$ cat src/rtl/ctrl_pkg.sv
// Shared types and constants for the core control sequencer.
// Holds the state encoding, opcode map and the opcode classifier.
package ctrl_pkg;

  typedef enum logic [2:0] {
    S_IDLE   = 3'd0,
    S_FETCH  = 3'd1,
    S_DECODE = 3'd2,
    S_EXEC   = 3'd3,
    S_MEM    = 3'd4,
    S_WB     = 3'd5,
    S_HALT   = 3'd6
  } state_t;

  typedef enum logic [2:0] {
    C_ALU     = 3'd0,
    C_LOAD    = 3'd1,
    C_STORE   = 3'd2,
    C_BRANCH  = 3'd3,
    C_HALT    = 3'd4,
    C_MODESW  = 3'd5,
    C_ILLEGAL = 3'd6
  } op_class_t;

  localparam logic [4:0] OP_LOAD       = 5'b10000;
  localparam logic [4:0] OP_STORE      = 5'b10001;
  localparam logic [4:0] OP_BRANCH     = 5'b10010;
  localparam logic [4:0] OP_HALT       = 5'b11110;
  localparam logic [4:0] OP_MODESW     = 5'b11111;
  localparam logic [4:0] OP_MODESW_IMM = 5'b00111;

  localparam int DEFAULT_MEM_TIMEOUT = 15;

  // Mode 1 only knows opcodes 0..7; anything with an upper bit set is a fault.
  function automatic op_class_t classify(input logic [4:0] op, input logic mode);
    op_class_t c;
    c = C_ALU;
    if (mode == 1'b0) begin
      case (op)
        OP_LOAD:   c = C_LOAD;
        OP_STORE:  c = C_STORE;
        OP_BRANCH: c = C_BRANCH;
        OP_HALT:   c = C_HALT;
        OP_MODESW: c = C_MODESW;
        default:   c = C_ALU;
      endcase
    end else begin
      if (op[4:3] != 2'b00) begin
        c = C_ILLEGAL;
      end else if (op == OP_MODESW_IMM) begin
        c = C_MODESW;
      end else begin
        c = C_ALU;
      end
    end
    return c;
  endfunction

endpackage

$ cat src/rtl/mem_wait_timer.sv
// Counts data-memory wait cycles; Expired flags the cycle that would
// reach LIMIT non-ready cycles.
module mem_wait_timer
  import ctrl_pkg::*;
#(
  parameter int LIMIT = DEFAULT_MEM_TIMEOUT
) (
  input  logic Clk,
  input  logic Reset,
  input  logic Clear,
  input  logic Enable,
  output logic Expired
);

  localparam int CW = $clog2(LIMIT + 1);
  localparam logic [CW-1:0] LAST = CW'(LIMIT - 1);
  localparam logic [CW-1:0] FULL = CW'(LIMIT);

  logic [CW-1:0] count_r;

  // Wait counter: clear has priority, then count non-ready cycles up to LIMIT.
  always_ff @(posedge Clk) begin
    if (!Reset) begin
      count_r <= {CW{1'b0}};
    end else if (Clear) begin
      count_r <= {CW{1'b0}};
    end else if (Enable && (count_r != FULL)) begin
      count_r <= count_r + CW'(1);
    end
  end

  assign Expired = Enable && (count_r == LAST);

endmodule

$ cat src/rtl/ctrl_sequencer.sv
// Multi-cycle fetch/decode/execute/memory/writeback sequencer that also
// owns the reg-reg / reg-immediate mode bit fed to the Decoder.
module ctrl_sequencer
  import ctrl_pkg::*;
#(
  parameter int OPW         = 5,
  parameter int MEM_TIMEOUT = DEFAULT_MEM_TIMEOUT,
  parameter int CNTW        = 16
) (
  input  logic            Clk,
  input  logic            Reset,
  input  logic            Start,
  input  logic [OPW-1:0]  Opcode,
  input  logic            BranchTaken,
  input  logic            MemReady,
  output logic            Mode,
  output logic            IrLoad,
  output logic            PcInc,
  output logic            PcLoad,
  output logic            PcClear,
  output logic            RegWrite,
  output logic            MemReq,
  output logic            MemWrite,
  output logic            Done,
  output logic            Error,
  output logic [CNTW-1:0] InstCount,
  output logic [2:0]      State
);

  state_t          state_r;
  state_t          next_state_s;
  op_class_t       op_class_s;
  logic            mode_r;
  logic            done_r;
  logic            error_r;
  logic [CNTW-1:0] inst_count_r;
  logic            toggle_mode_s;
  logic            set_error_s;
  logic            restart_s;
  logic            retire_s;
  logic            timer_clear_s;
  logic            timer_en_s;
  logic            timer_expired_s;

  // Opcode is the 5-bit Decoder field; classification depends on the live mode.
  assign op_class_s = classify(Opcode[4:0], mode_r);

  assign timer_en_s    = (state_r == S_MEM) && !MemReady;
  assign timer_clear_s = restart_s || ((next_state_s == S_MEM) && (state_r != S_MEM));
  assign retire_s      = (next_state_s == S_FETCH) &&
                         ((state_r == S_EXEC) || (state_r == S_MEM) || (state_r == S_WB));

  mem_wait_timer #(
    .LIMIT (MEM_TIMEOUT)
  ) u_mem_wait_timer (
    .Clk     (Clk),
    .Reset   (Reset),
    .Clear   (timer_clear_s),
    .Enable  (timer_en_s),
    .Expired (timer_expired_s)
  );

  // Next-state and pulse outputs.
  always_comb begin
    next_state_s  = state_r;
    IrLoad        = 1'b0;
    PcInc         = 1'b0;
    PcLoad        = 1'b0;
    PcClear       = 1'b0;
    RegWrite      = 1'b0;
    MemReq        = 1'b0;
    MemWrite      = 1'b0;
    toggle_mode_s = 1'b0;
    set_error_s   = 1'b0;
    restart_s     = 1'b0;
    case (state_r)
      S_IDLE: begin
        if (Start) begin
          next_state_s = S_FETCH;
        end else begin
          next_state_s = S_IDLE;
        end
      end
      S_FETCH: begin
        IrLoad       = 1'b1;
        next_state_s = S_DECODE;
      end
      S_DECODE: begin
        next_state_s = S_EXEC;
      end
      S_EXEC: begin
        case (op_class_s)
          C_ALU:   next_state_s = S_WB;
          C_LOAD:  next_state_s = S_MEM;
          C_STORE: next_state_s = S_MEM;
          C_BRANCH: begin
            next_state_s = S_FETCH;
            if (BranchTaken) begin
              PcLoad = 1'b1;
            end else begin
              PcInc = 1'b1;
            end
          end
          C_MODESW: begin
            next_state_s  = S_FETCH;
            PcInc         = 1'b1;
            toggle_mode_s = 1'b1;
          end
          C_HALT: next_state_s = S_HALT;
          default: begin
            next_state_s = S_HALT;
            set_error_s  = 1'b1;
          end
        endcase
      end
      S_MEM: begin
        MemReq = 1'b1;
        if (op_class_s == C_STORE) begin
          MemWrite = 1'b1;
        end else begin
          MemWrite = 1'b0;
        end
        // A ready in the final allowed cycle completes rather than faults.
        if (MemReady) begin
          if (op_class_s == C_STORE) begin
            PcInc        = 1'b1;
            next_state_s = S_FETCH;
          end else begin
            next_state_s = S_WB;
          end
        end else if (timer_expired_s) begin
          set_error_s  = 1'b1;
          next_state_s = S_HALT;
        end else begin
          next_state_s = S_MEM;
        end
      end
      S_WB: begin
        RegWrite     = 1'b1;
        PcInc        = 1'b1;
        next_state_s = S_FETCH;
      end
      S_HALT: begin
        if (Start) begin
          PcClear      = 1'b1;
          restart_s    = 1'b1;
          next_state_s = S_FETCH;
        end else begin
          next_state_s = S_HALT;
        end
      end
      default: begin
        next_state_s = S_IDLE;
      end
    endcase
  end

  // State register and architectural status.
  always_ff @(posedge Clk) begin
    if (!Reset) begin
      state_r      <= S_IDLE;
      mode_r       <= 1'b0;
      done_r       <= 1'b0;
      error_r      <= 1'b0;
      inst_count_r <= {CNTW{1'b0}};
    end else begin
      state_r <= next_state_s;
      if (restart_s) begin
        mode_r  <= 1'b0;
        done_r  <= 1'b0;
        error_r <= 1'b0;
      end else begin
        if (toggle_mode_s) begin
          mode_r <= ~mode_r;
        end
        if (next_state_s == S_HALT) begin
          done_r <= 1'b1;
        end
        if (set_error_s) begin
          error_r <= 1'b1;
        end
      end
      if (retire_s && (inst_count_r != {CNTW{1'b1}})) begin
        inst_count_r <= inst_count_r + CNTW'(1);
      end
    end
  end

  assign Mode      = mode_r;
  assign Done      = done_r;
  assign Error     = error_r;
  assign InstCount = inst_count_r;
  assign State     = state_r;

endmodule

$ cat config.mk
export PLATFORM = sky130hd
export DESIGN_NAME = ctrl_sequencer
export DESIGN_NICKNAME = d
export VERILOG_FILES = /design/src/rtl/ctrl_pkg.sv /design/src/rtl/mem_wait_timer.sv /design/src/rtl/ctrl_sequencer.sv
export SDC_FILE = /design/constraint.sdc
export NUM_CORES = 1
export LEC_CHECK = 0
export ABC_CLOCK_PERIOD_IN_PS = 5100
export BUFFER_PORTS_ARGS = -buffer_cell sky130_fd_sc_hd__buf_2
export CAP_MARGIN = 20
export CELL_PAD_IN_SITES_DETAIL_PLACEMENT = 1
export CELL_PAD_IN_SITES_GLOBAL_PLACEMENT = 2
export CORE_ASPECT_RATIO = 0.8
export CORE_UTILIZATION = 33
export DETAILED_ROUTE_END_ITERATION = 8
export PLACE_DENSITY_LB_ADDON = 0.1
export SLEW_MARGIN = 20
export SYNTH_ARGS = -nofsm -noshare
export SYNTH_HDL_FRONTEND = slang
export SYNTH_SLANG_ARGS = --single-unit
$ cat constraint.sdc
create_clock -name Clk -period 5.1 [get_ports Clk]
set_input_delay 0 -clock Clk [delete_from_list [all_inputs] [get_ports Clk]]
set_output_delay 0 -clock Clk [all_outputs]
set_load 0.05 [all_outputs]
==> results of run 1 <==
[synth_stat cells, drive strengths merged (3+ instances only)]
cell type | count | area share (%)
a21oi | 16 | 4.6
and2 | 4 | 1.4
and3 | 4 | 1.4
buf | 6 | 2.6
clkbuf | 7 | 1.5
dfxtp | 26 | 30
ha | 3 | 2.2
inv | 8 | 1.7
mux2i | 7 | 4.0
nand2 | 21 | 4.5
nand2b | 9 | 3.2
nand3 | 10 | 2.9
nand3b | 4 | 1.7
nand4 | 7 | 2.5
nor2 | 11 | 2.4
nor2b | 3 | 1.1
nor3 | 6 | 1.7
nor3b | 4 | 1.7
nor4 | 5 | 1.8
o211ai | 5 | 3.7
o21ai | 6 | 1.7
o31ai | 7 | 3.0
or3 | 3 | 1.1
or4 | 7 | 3.0
[power by group through the flow]
| stage | Clock [uW] | Sequential [uW] | Combinational, uW |
|---|---|---|---|
| detailed placement | 0 | 218 | 63.9 |
| global placement | 0 | 218 | 63.9 |
| global route | 191 | 215 | 69.9 |
| floorplan | 0 | 223 | 45.5 |
| finish | 178 | 214 | 63.5 |
| CTS | 183 | 214 | 64.2 |
[layout by cell type, fill, tap and decap left out, drive strengths merged, types with 7 or more instances in the layout]
| cell | n |
|---|---|
| buf | 38 |
| dfxtp | 26 |
| nand2 | 21 |
| a21oi | 16 |
| nor2 | 11 |
| nand3 | 10 |
| nand2b | 9 |
| inv | 8 |
| nand4 | 7 |
| or4 | 7 |
| o31ai | 7 |
| mux2i | 7 |
[metal layers]
layer  up-vias  global-route usage (%)
met5         -                       0
met4         0                    3.23
met3         2                    3.59
met2        31                    26.7
met1       804                    26.5
li1        871                       -
[area by class of cell]
type / instances / share of cell area, %
multi-input combinational: 170 / 55.5
sequential: 26 / 25.9
timing repair buffer: 38 / 9.46
tap: 62 / 3.86
clock buffer: 3 / 2.05
inverter: 9 / 1.68
clock inverter: 1 / 1.49
[worst paths after layout]
check	endpoint	slack, ns	depth (start not counted)
setup reg to reg	InstCount[4]	2.77	5
hold / removal	InstCount[10]	0.13	2
hold reg to reg	InstCount[15]	0.50	2
setup / recovery	InstCount[4]	2.77	5
[through the flow]
step / instance area (sq um) / cells / setup slack (ns)
after global placement: 1940 / 305 / 2.80
after detailed placement: 1940 / 305 / 2.77
after floorplan: 1740 / 218 / 2.36
after CTS: 2010 / 309 / 2.75
final: 2010 / 309 / 2.77
after global routing: 2010 / 309 / 2.62
[flip-flops by register name (all words and copies together) (netlist names)]
| register | count |
|---|---|
| Mode | 1 |
| InstCount | 16 |
| Done | 1 |
| Error | 1 |
| State | 3 |
| u_mem_wait_timer.count_r | 4 |
[worst max-delay path, stage by stage (launching register included)]
cell and delay [ns]:
dfxtp_1 0.46, or4bb_1 0.58, o211ai_4 0.24, o211ai_4 0.26
or4_1 0.57, a21oi_1 0.14
[kinds of logic after synthesis]
group | after synthesis | synth area share (%)
multiplexers | 7 | 4.02
buffers and inverters | 22 | 6.03
adder cells (fa/ha/maj) | 3 | 2.16
XOR/XNOR | 3 | 1.51
AO/OA/AOI/OAI | 49 | 20.5
AND/OR/NAND/NOR | 108 | 35.9
flip-flops | 26 | 29.9
==> out/metrics.cfg, run 1 <==
[critical_path]
cp.required_ns=5.31
worstSetupStartpointType=register
reg2reg_from=State[1]
startpoint=State[1]
crit_type=reg2reg
path_max_fanout=24
cp-end-kind=register
arrival_ns=2.54

[detailed_routing]
met3_length_um=235
wl_met2_um=1920
viasPerCell=5.53
drt_wl_total_um=4770
drc_errors=0
dr.pass1.iters=4
top_layer=met4
dr.first_iter.drc_count=64
vias=1708
ant_nets=0
wl_met1_um=2580
wl_per_cell_um=15.4

[floorplan]
core_area_sq_um=5040
fp.dieW_um=83.2
die_area_sq_um=5570
num_rows=23
io_pins=39
die_h_um=67.0
initial_core_util_pct=34.6

[placement]
portBuffers=38
dpl.hpwl_um=3500
gp_congestion=0.726

[global_route]
grt_max_degree=25
grt_pass1_wl_um=7850
overflow=0
globalRouteTotalUtil_pct=17.9
antenna_found_initial=0
grt_pass1_vias=1591

[timing]
worst_clock_skew_ns=0.00666
hold_slack_ns=0.127
report.final.slew_viol_count=0
max_clock_freq_ghz=0.429
fin_setup_tns_ns=0
setup_viol=0
post-route-period-util_pct=45.7
final-hold-violation-count=0
tightest_slew_ns=0.817
grt_setup_unrepaired=false
slew_headroom_pct=45.4
post-route-min-period_ns=2.33

[cells_and_area]
utilization_pct=39.9
final_nets=261
fillers=640
diodes=0
area_growth_pct=15.4
multiInputGateArea_sq_um=1120
register_area_sq_um=520
layout-drive-gt1-share_pct=19.4

[clocking]
cts_num_sinks=26
cts_buffer_depth=2
cts_resized=0
cts_buffers=3
clk_pin_slew_worst_paths_ns=0.10
cts_tree=yes
h-tree-depth=1
hold_buffers=0
clkLatencyLatePin_ns=0.28
cts_setup_buffers=0
cts_root_buffer=clkbuf_8

[synth]
yosys_warnings=0
ys_ff_latch=26
syn_area_per_cell_sq_um=7.99
synth_ff_type=dfxtp_1
async_reset_ff_share_pct=0
ys_seq_area_share_pct=29.9
synth_edf_count=0
synthDistinctLibCells=53
syn_inst=218
synth.cell_area_sq_um=1740
syn-num-nets=231

[pwr]
p_leak_uw=0.000801
ir_worst_vdd_mv=0.136
power_uw=455
swShare_pct=27.6
clkPwrFrac_pct=39.2
pwr-share-comb_pct=13.9
p_per_area_nw_per_um2=227
p_int_uw=330
p_seq_share_pct=46.9
p_switching_uw=126

[status]
status=complete, no violations

[worst_hold_path]
hold_path.class=in2reg
worstHoldStart=Reset

[job]
drv_cap=0

Note: power is estimated with default switching activity, not from simulation.
==> run 2: changes to the inputs <==
Settings changed: ABC_CLOCK_PERIOD_IN_PS 5100 to 2250, CORE_UTILIZATION 33 to 31.
Clock period 5.1 ns to 2.25 ns, I/O delays scaled along.
==> out/metrics.cfg, run 2 (synthesis results as in run 1) <==
[status]
status=complete, no violations

[floorplan]
initial_core_util_pct=32.0
io_pins=39
num_rows=24
core_area_sq_um=5440
fp.dieW_um=85.8
die_h_um=69.0
die_area_sq_um=5920

[timing]
tightest_slew_ns=0.525
post-route-min-period_ns=2.08
final-hold-violation-count=0
report.final.slew_viol_count=0
fin_setup_tns_ns=0
slew_headroom_pct=64.6
worst_clock_skew_ns=0.00238
post-route-period-util_pct=92.6
grt_setup_unrepaired=false
max_clock_freq_ghz=0.480
setup_viol=0

[critical_path]
path_cells=or4bb_1, o211ai_4, o211ai_4, or4_1, a21oi_1
path_max_fanout=18
arrival_ns=2.29
cpPeakStageDelay_ns=0.55
crit_type=reg2reg
path_buf_inv=0
worstSetupStartpointType=register
rrSetupSlack_ns=0.17
cp_common_cell=o211ai_4
cp-end-kind=register
cp.required_ns=2.46
cpLargestDelayFamily=simple AND/OR/NAND/NOR gates
cpMaxStageDelayCell=or4_1

[global_route]
globalRouteTotalUtil_pct=16.4
grt_max_degree=21
grt_pass1_wl_um=7870
overflow=0
grt_pass1_vias=1591
antenna_found_initial=0

[cells_and_area]
final_nets=267
largest_reg_flops=16
area_growth_pct=20.2
utilization_pct=38.5
layout-drive-gt1-share_pct=23.7
final_common_cell=buf_2
diodes=0
final_cell_mix=buf_2, dfxtp_1, nand2_1

[detailed_routing]
dr.first_iter.drc_count=51
drc_errors=0
dr.pass1.iters=4
ant_nets=0
viasPerCell=5.21
drt_wl_total_um=4580
wl_per_cell_um=13.8
vias=1723

[clocking]
cts_root_buffer=clkbuf_8
clkLatencyLatePin_ns=0.27
cts_tree=yes
h-tree-depth=1
cts_buffer_depth=2
hold_buffers=0
cts_buffers=3
clk_pin_slew_worst_paths_ns=0.10
cts_setup_buffers=0
cts_num_sinks=26

[worst_hold_path]
hold_path.class=in2reg

[placement]
portBuffers=38
gp_congestion=0.750
dpl.hpwl_um=3460

[pwr]
p_leak_uw=0.000837
power_uw=1040
p_per_area_nw_per_um2=495
ir_worst_vdd_mv=0.301

[job]
drv_cap=0

[run 2: cell count changes in the layout (fill, tap and decap cells not counted)]
cell | before | now
a21oi_2 | 0 | 1
nor3b_1 | 4 | 3
nor4_1 | 5 | 4
and3_2 | 0 | 1
nor3b_2 | 0 | 1
nor4_2 | 0 | 1
a21oi_1 | 16 | 15
dfxtp_1 | 26 | 24
buf_4 | 0 | 6
dfxtp_2 | 0 | 2
and3_1 | 4 | 3
[run 2: cell type report]
class	instances	area, sq um
Sequential cell	26	523
Multi-Input combinational cell	170	1130
Tap cell	78	97.6
Timing Repair Buffer	44	235
Fill cell	678	3340
Clock buffer	3	41.3
Inverter	9	33.8
Clock inverter	1	30.0
[run 2: where the power goes]
| group | internal (uW) | switching (uW) |
|---|---|---|
| clock network | 238 | 160 |
| logic | 48.0 | 111 |
| registers | 467 | 11.6 |
| total | 753 | 283 |
[run 2: layer usage]
layer | vias to the layer above | global-route usage (%) | wire [um]
li1 | 888 | - | -
met1 | 809 | 26.4 | 2670
met2 | 24 | 22.0 | 1730
met3 | 2 | 2.99 | 148
met4 | 0 | 3.89 | 26
met5 | - | 0 | 0
[run 2: what timing repair did]
item                                    4_1_cts  5_1_grt
endpoints found under the setup margin        0        3
hold endpoints to repair                      0        0
resized for setup                             0        1
[run 2: worst paths after layout]
| path | from | endpoint | depth (start not counted) |
|---|---|---|---|
| max reg2reg | Mode | InstCount[15] | 5 |
| min reg2reg | InstCount[4] | InstCount[4] | 2 |
| max | Mode | InstCount[15] | 5 |
| min | Start | Done | 4 |
[run 2: worst reg2reg max path, delay by kind of cell, from the launching register on]
kind,cells,cell delay [ns]
AO/OA/AOI/OAI,3,0.60
flip-flops,1,0.33
AND/OR/NAND/NOR,2,1.09
[run 2: metrics by stage]
| stage | std cells | hold slack [ns] | cell area, sq um | setup WS [ns] |
|---|---|---|---|---|
| after floorplan | 218 | 0.150 | 1760 | 0.0279 |
| final | 331 | 0.137 | 2090 | 0.166 |
| after detailed placement | 327 | 0.407 | 2020 | 0.161 |
| after CTS | 331 | 0.128 | 2090 | 0.150 |
| after global routing | 331 | 0.145 | 2090 | 0.0294 |
| after global placement | 327 | 0.418 | 2020 | 0.203 |
